## src/rtl/mem_arbiter_pkg.sv

```systemverilog
// Shared definitions for the I/D cache line-fill memory arbiter.
package mem_arbiter_pkg;

    // Words per cache line: 8 x 16-bit words, a 16-byte line.
    localparam int WORDS_PER_LINE = 8;
    // Memory read latency, in cycles from mem_en to mem_data_valid.
    localparam int MEM_LATENCY    = 4;
    // Width of the word offset within a line.
    localparam int OFFSET_W       = 3;

    // Arbiter states. IDLE is all-zero so the reset state reads as 0 on the debug port.
    typedef enum logic [1:0] {
        ST_IDLE   = 2'd0,
        ST_DWRITE = 2'd1,
        ST_DFILL  = 2'd2,
        ST_IFILL  = 2'd3
    } arb_state_e;

endpackage

```

## src/rtl/mem_arb_word_cnt.sv

```systemverilog
// 3-bit word-offset counter with clear, increment and last-word flag.
// The count wraps 7 -> 0 with no carry out.
module mem_arb_word_cnt
    import mem_arbiter_pkg::*;
(
    input  logic                clk,
    input  logic                rst,
    input  logic                clr_i,
    input  logic                inc_i,
    output logic [OFFSET_W-1:0] cnt_o,
    output logic                last_o
);

    logic [OFFSET_W-1:0] cnt_q;
    logic [OFFSET_W-1:0] cnt_d;

    // Next count: clear wins over increment.
    always_comb begin
        cnt_d = cnt_q;
        if (clr_i) begin
            cnt_d = '0;
        end else if (inc_i) begin
            cnt_d = cnt_q + 1'b1;
        end
    end

    // Count register, asynchronously cleared.
    always_ff @(posedge clk or posedge rst) begin
        if (rst) begin
            cnt_q <= '0;
        end else begin
            cnt_q <= cnt_d;
        end
    end

    assign cnt_o  = cnt_q;
    assign last_o = (cnt_q == OFFSET_W'(WORDS_PER_LINE - 1));

endmodule

```

## src/rtl/mem_arbiter.sv

```systemverilog
// Arbitrates one memory port between D-cache write-through stores,
// D-cache line fills and I-cache line fills. A granted operation always
// runs to completion; fill requests and responses may overlap.
module mem_arbiter
    import mem_arbiter_pkg::*;
(
    input  logic        clk,
    input  logic        rst,
    input  logic        i_miss,
    input  logic [15:0] i_addr,
    input  logic        d_miss,
    input  logic [15:0] d_addr,
    input  logic        d_wr_req,
    input  logic [15:0] d_wr_addr,
    input  logic [15:0] d_wr_data,
    input  logic        mem_data_valid,
    input  logic [15:0] mem_rdata,
    output logic        mem_en,
    output logic        mem_wr,
    output logic [15:0] mem_addr,
    output logic [15:0] mem_wdata,
    output logic [15:0] fill_addr,
    output logic [15:0] fill_data,
    output logic        i_data_we,
    output logic        i_tag_we,
    output logic        d_data_we,
    output logic        d_tag_we,
    output logic        i_done,
    output logic        d_done,
    output logic        d_wr_ack,
    output logic        i_busy,
    output logic        d_busy,
    output arb_state_e  dbg_state
);

    arb_state_e          state_q, state_d;
    logic [11:0]         base_q, base_d;      // latched line base addr[15:4]
    logic                req_act_q, req_act_d; // fill request phase in progress

    logic                req_clr, req_inc, req_last;
    logic                rsp_clr, rsp_inc, rsp_last;
    logic [OFFSET_W-1:0] req_cnt, rsp_cnt;

    // The byte offset within a line comes from the counters, not the miss address.
    logic                unused_addr_bits;
    assign unused_addr_bits = ^{i_addr[3:0], d_addr[3:0]};

    mem_arb_word_cnt u_req_cnt (
        .clk    (clk),
        .rst    (rst),
        .clr_i  (req_clr),
        .inc_i  (req_inc),
        .cnt_o  (req_cnt),
        .last_o (req_last)
    );

    mem_arb_word_cnt u_rsp_cnt (
        .clk    (clk),
        .rst    (rst),
        .clr_i  (rsp_clr),
        .inc_i  (rsp_inc),
        .cnt_o  (rsp_cnt),
        .last_o (rsp_last)
    );

    // Next-state, grant and memory/cache command decode.
    always_comb begin
        state_d   = state_q;
        base_d    = base_q;
        req_act_d = req_act_q;
        req_clr   = 1'b0;
        req_inc   = 1'b0;
        rsp_clr   = 1'b0;
        rsp_inc   = 1'b0;
        mem_en    = 1'b0;
        mem_wr    = 1'b0;
        mem_addr  = 16'h0000;
        mem_wdata = 16'h0000;
        i_data_we = 1'b0;
        i_tag_we  = 1'b0;
        d_data_we = 1'b0;
        d_tag_we  = 1'b0;
        i_done    = 1'b0;
        d_done    = 1'b0;
        d_wr_ack  = 1'b0;
        case (state_q)
            ST_IDLE: begin
                // Fixed priority: store > D fill > I fill.
                if (d_wr_req) begin
                    state_d = ST_DWRITE;
                end else if (d_miss) begin
                    state_d   = ST_DFILL;
                    base_d    = d_addr[15:4];
                    req_act_d = 1'b1;
                    req_clr   = 1'b1;
                    rsp_clr   = 1'b1;
                end else if (i_miss) begin
                    state_d   = ST_IFILL;
                    base_d    = i_addr[15:4];
                    req_act_d = 1'b1;
                    req_clr   = 1'b1;
                    rsp_clr   = 1'b1;
                end
            end
            ST_DWRITE: begin
                mem_en    = 1'b1;
                mem_wr    = 1'b1;
                mem_addr  = d_wr_addr;
                mem_wdata = d_wr_data;
                d_wr_ack  = 1'b1;
                state_d   = ST_IDLE;
            end
            ST_DFILL, ST_IFILL: begin
                // Request phase: one word read per cycle for 8 cycles.
                if (req_act_q) begin
                    mem_en   = 1'b1;
                    mem_addr = {base_q, req_cnt, 1'b0};
                    req_inc  = 1'b1;
                    if (req_last) begin
                        req_act_d = 1'b0;
                    end
                end
                // Response phase: each valid word is written into the granted cache.
                if (mem_data_valid) begin
                    rsp_inc = 1'b1;
                    if (state_q == ST_DFILL) begin
                        d_data_we = 1'b1;
                    end else begin
                        i_data_we = 1'b1;
                    end
                    if (rsp_last) begin
                        if (state_q == ST_DFILL) begin
                            d_tag_we = 1'b1;
                            d_done   = 1'b1;
                        end else begin
                            i_tag_we = 1'b1;
                            i_done   = 1'b1;
                        end
                        req_act_d = 1'b0;
                        state_d   = ST_IDLE;
                    end
                end
            end
            default: begin
                state_d = ST_IDLE;
            end
        endcase
    end

    // State, line base and request-phase flag registers.
    always_ff @(posedge clk or posedge rst) begin
        if (rst) begin
            state_q   <= ST_IDLE;
            base_q    <= 12'h000;
            req_act_q <= 1'b0;
        end else begin
            state_q   <= state_d;
            base_q    <= base_d;
            req_act_q <= req_act_d;
        end
    end

    assign fill_addr = {base_q, rsp_cnt, 1'b0};
    assign fill_data = mem_rdata;
    assign dbg_state = state_q;

    // Stalls are forced low while reset is asserted.
    assign i_busy = ~rst & i_miss & ~i_done;
    assign d_busy = ~rst & ((d_miss & ~d_done) | (d_wr_req & ~d_wr_ack));

endmodule
```

## config.mk

```make
export PLATFORM = sky130hd
export DESIGN_NAME = mem_arbiter
export DESIGN_NICKNAME = d
export VERILOG_FILES = /design/src/rtl/mem_arbiter_pkg.sv /design/src/rtl/mem_arb_word_cnt.sv /design/src/rtl/mem_arbiter.sv
export SDC_FILE = /design/constraint.sdc
export NUM_CORES = 1
export LEC_CHECK = 0
export CAP_MARGIN = 25
export CORE_MARGIN = 2
export CORE_UTILIZATION = 29
export DETAILED_ROUTE_END_ITERATION = 8
export PLACE_DENSITY = 0.81
export SLEW_MARGIN = 10
export SYNTH_ARGS = -nofsm -noshare
export SYNTH_HDL_FRONTEND = slang
export SYNTH_SLANG_ARGS = --single-unit
```

## constraint.sdc

```tcl
create_clock -name clk -period 1.7 [get_ports clk]
set_input_delay 0.34 -clock clk [delete_from_list [all_inputs] [get_ports clk]]
set_output_delay 0.34 -clock clk [all_outputs]
set_load 0.02 [all_outputs]
```

==> flow_metrics.py <==
metrics = {
    "worst_setup_path": {
        "crit_path_from": "u_rsp_cnt.cnt_o[0]$_DFFE_PP0P_",
        "setup.worst_path.end_class": "output pin",
        "path_max_fanout": 3,
        "ff2ff_setup_slack_ns": 0.03,
        "worst_r2r_startpoint": "dbg_state[1]$_DFFE_PP0P_",
        "wp_data_required_ns": 1.36,
        "criticalPathCategory": "reg2out",
        "worst-endpoint-arrival_ns": 1.52,
        "rr_endpoint": "base_q[1]$_DFFE_PP0P_",
        "critical_path.startpoint_type": "flip-flop",
        "worstRegToRegCells": 6,
        "crit_end": "d_busy",
    },
    "worst_hold_path": {
        "hp-class": "reg2reg",
        "hold_start": "base_q[11]$_DFFE_PP0P_",
        "whs_path_depth": 1,
    },
    "routing": {
        "detailedRoute.firstPassIterationCount": 4,
        "viasPerCell": 4.69,
        "drt_first_iter_violations": 26,
        "drc_viols": 0,
        "ant_nets": 0,
        "overall_routed_net_length_mm": 5.39,
        "post_drt_wl_per_cell_um": 15.0,
        "route.vias.total": 1685,
    },
    "yosys": {
        "synth.most_common_cell": "sky130_fd_sc_hd__buf_4",
        "synth.avg_cell_area_um2": 9.99,
        "synthesis.yosys.warnings": 0,
        "synth_cell_types": 26,
        "seq_cells_post_synth": 21,
        "synth.largest_area_cell": "sky130_fd_sc_hd__dfrtp_1",
        "synth_cells": 156,
        "ys_seq_area_share_pct": 33.7,
        "postSynthNetCount": 246,
        "synth.top_cells.by_area": "sky130_fd_sc_hd__dfrtp_1 (34%), sky130_fd_sc_hd__mux2_2 (15%), sky130_fd_sc_hd__buf_4 (11%)",
        "netlist_area_um2": 1560,
        "synthTopCellsByCount": "sky130_fd_sc_hd__buf_4 (23), sky130_fd_sc_hd__dfrtp_1 (21), sky130_fd_sc_hd__mux2_2 (21), sky130_fd_sc_hd__and2_1 (18), sky130_fd_sc_hd__a22o_1 (15)",
        "synth-async-reset-ratio_pct": 100,
        "synth-edff-count": 0,
        "synth_ff_type": "sky130_fd_sc_hd__dfrtp_1",
        "yosysTopAreaCellShare_pct": 33.7,
    },
    "floorplan": {
        "floorplan.die_area_um2": 5970,
        "initial_utilization_pct": 30.3,
        "die_height_um": 77.3,
        "fp.coreArea_um2": 5140,
        "top_level_ports": 163,
        "dieWidth_um": 77.3,
        "row_count": 26,
    },
    "power": {
        "vdd_ir_drop_max_mv": 0.876,
        "report.power.total_mw": 4.81,
        "pwr_density_cell_nw_per_um2": 1510,
        "leakage_nw": 1.43,
    },
    "timing": {
        "layout_min_cycle_time_ns": 1.86,
        "final.setup_skew_ns": 0.00468,
        "slew_violations": 0,
        "setup_tns_ns": -3.40,
        "worst_slack_ns": -0.160,
        "finalSetupViolations": 48,
        "final_hold_viol_count": 0,
        "clock.fmax_mhz": 538,
        "rsz_0062_raised_after_global_routing": "true",
        "timing.hold.ws_ns": 0.513,
        "final.period_utilization_pct": 109,
    },
    "flow_run": {
        "cap_viol_max_count": 0,
    },
    "global_route": {
        "grt_pass1_wl_mm": 8.78,
        "grt_remaining_overflow": 0,
        "grtUsageTotal_pct": 18.1,
        "grt_max_degree": 22,
        "grt_pass1_vias": 1812,
        "grt_antenna_before_repair": 0,
    },
    "place": {
        "gpl.final_weighted_congestion": 0.767,
        "post-dp-hpwl_mm": 4.08,
        "io_buffers": 121,
        "place_worst_setup_slack_ns": -0.575,
    },
    "finish": {
        "util_after_layout_pct": 61.8,
        "syn_to_final_growth_pct": 104,
        "num-nets-final": 380,
        "drive_above_1_share_pct": 46.7,
        "antenna_cells": 0,
    },
    "run_status": {
        "failing_checks": "negative setup slack",
        "outcome": "finished with violations",
    },
    "clocking": {
        "cts_tree": "built",
        "cts-buffers-inserted": 3,
        "cts.sinks": 21,
        "clock_insertion_delay_worst_skew_ns": 0.26,
        "clk_pin_slew_worst_paths_ns": 0.08,
        "cts-htree-levels": 1,
        "clock_tree_root": "sky130_fd_sc_hd__clkbuf_8",
        "clk_path_buf_depth": 2,
    },
}
## flip-flops by register name, summed over array words and instances, names as in the netlist
| register | count |
|---|---|
| u_req_cnt.cnt_o | 3 |
| req_act_q | 1 |
| base_q | 12 |
| dbg_state | 2 |
| u_rsp_cnt.cnt_o | 3 |
## power breakdown
part	switching [mW]	total, mW	leakage, nW	internal [mW]
registers	0.206	0.964	0.249	0.758
logic	1.62	3.51	1.15	1.89
clock network	0.166	0.334	0.0228	0.167
## critical path: stages, from the launching register on
cell,delay [ns]
sky130_fd_sc_hd__dfrtp_2,0.43
sky130_fd_sc_hd__ha_4,0.17
sky130_fd_sc_hd__ha_4,0.16
sky130_fd_sc_hd__nand3_4,0.08
sky130_fd_sc_hd__nor3_4,0.05
sky130_fd_sc_hd__a2111oi_4,0.18
sky130_fd_sc_hd__buf_4,0.19
## metrics by stage
step / cells / instance area (um^2)
final: 359 / 3180
after global routing: 359 / 3180
after CTS: 359 / 3020
after detailed placement: 348 / 2950
after global placement: 348 / 2950
after floorplan: 156 / 1600
## cell type report
class,instances,area [um^2]
sequential,21,529
clock buffer,4,45.0
tap,70,87.6
timing repair buffer,159,1590
inverter,3,11.3
fill,443,1960
multi-input combinational,102,918
## worst min-delay path by stage
stage / slack [ns] / end
3_3_place_gp: 0.51 / base_q[11]$_DFFE_PP0P_
6_report: 0.51 / base_q[11]$_DFFE_PP0P_
3_5_place_dp: 0.50 / base_q[11]$_DFFE_PP0P_
4_1_cts: 0.52 / base_q[11]$_DFFE_PP0P_
5_1_grt: 0.55 / base_q[11]$_DFFE_PP0P_
2_1_floorplan: 0.32 / base_q[0]$_DFFE_PP0P_
## routing by layer
layer,global-route usage (%),vias to the layer above,wire (um)
met4,4.64,0,80
met1,21.3,787,2100
met5,0,-,0
met2,32.4,104,2750
met3,4.82,9,460
li1,-,785,-
## cell families (layout without fill, tap and decap cells)
logic type                 count (synthesis)  in the layout  synth area share, %
DFF                                       21             21                 33.7
adders and majority gates                  4              4                 3.21
xor gates and xnor gates                   1              1                0.562
AOI/OAI and AO/OA                         27             27                 13.2
and+or+nand+nor                           45             45                 16.5
muxes                                     24             24                 17.3
buffers and inverters                     33            166                 15.3
other                                      1              1                0.241
## repair_timing
action | in CTS | in global routing
cloned | 1 | 1
endpoints found under the setup margin | 59 | 51
hold buffers | 0 | 0
resized for setup | 221 | 62
pin swaps | 4 | 19
buffers inserted | 7 | 1
## cells in the final DEF (no fill, tap or decap)
master / netlist / layout
sky130_fd_sc_hd__ha_4: 0 / 2
sky130_fd_sc_hd__nor2_1: 7 / 5
sky130_fd_sc_hd__and2_4: 0 / 16
sky130_fd_sc_hd__buf_6: 3 / 38
sky130_fd_sc_hd__inv_2: 0 / 1
sky130_fd_sc_hd__dfrtp_2: 0 / 3
sky130_fd_sc_hd__buf_12: 0 / 3
sky130_fd_sc_hd__or2_0: 1 / 1
sky130_fd_sc_hd__o21ai_0: 6 / 6
sky130_fd_sc_hd__nand3_1: 3 / 3
sky130_fd_sc_hd__nor3b_4: 0 / 1
sky130_fd_sc_hd__a2111oi_4: 0 / 1
sky130_fd_sc_hd__nor4_4: 1 / 1
sky130_fd_sc_hd__buf_8: 0 / 1
sky130_fd_sc_hd__clkbuf_1: 0 / 1
sky130_fd_sc_hd__buf_4: 23 / 33
sky130_fd_sc_hd__inv_1: 3 / 2
sky130_fd_sc_hd__conb_1: 1 / 1
sky130_fd_sc_hd__xnor2_1: 1 / 1
sky130_fd_sc_hd__a21o_1: 3 / 3
sky130_fd_sc_hd__clkbuf_8: 0 / 3
sky130_fd_sc_hd__dfrtp_1: 21 / 18
sky130_fd_sc_hd__o31ai_1: 1 / 1
sky130_fd_sc_hd__a21oi_1: 1 / 1
sky130_fd_sc_hd__nand2_1: 11 / 11
sky130_fd_sc_hd__a22o_1: 15 / 15
sky130_fd_sc_hd__mux2_2: 21 / 21
sky130_fd_sc_hd__nor2_4: 1 / 2
sky130_fd_sc_hd__dlygate4sd2_1: 0 / 6
sky130_fd_sc_hd__clkbuf_16: 0 / 1
sky130_fd_sc_hd__mux2_1: 3 / 3
sky130_fd_sc_hd__clkdlybuf4s50_1: 0 / 72
sky130_fd_sc_hd__ha_1: 4 / 2
sky130_fd_sc_hd__and2_1: 18 / 2
sky130_fd_sc_hd__buf_2: 4 / 3
sky130_fd_sc_hd__nand3_4: 0 / 1
sky130_fd_sc_hd__nor3_4: 0 / 1
sky130_fd_sc_hd__nor2_2: 0 / 1
sky130_fd_sc_hd__clkdlybuf4s15_2: 0 / 2
Power figures use the tool's default switching activity.
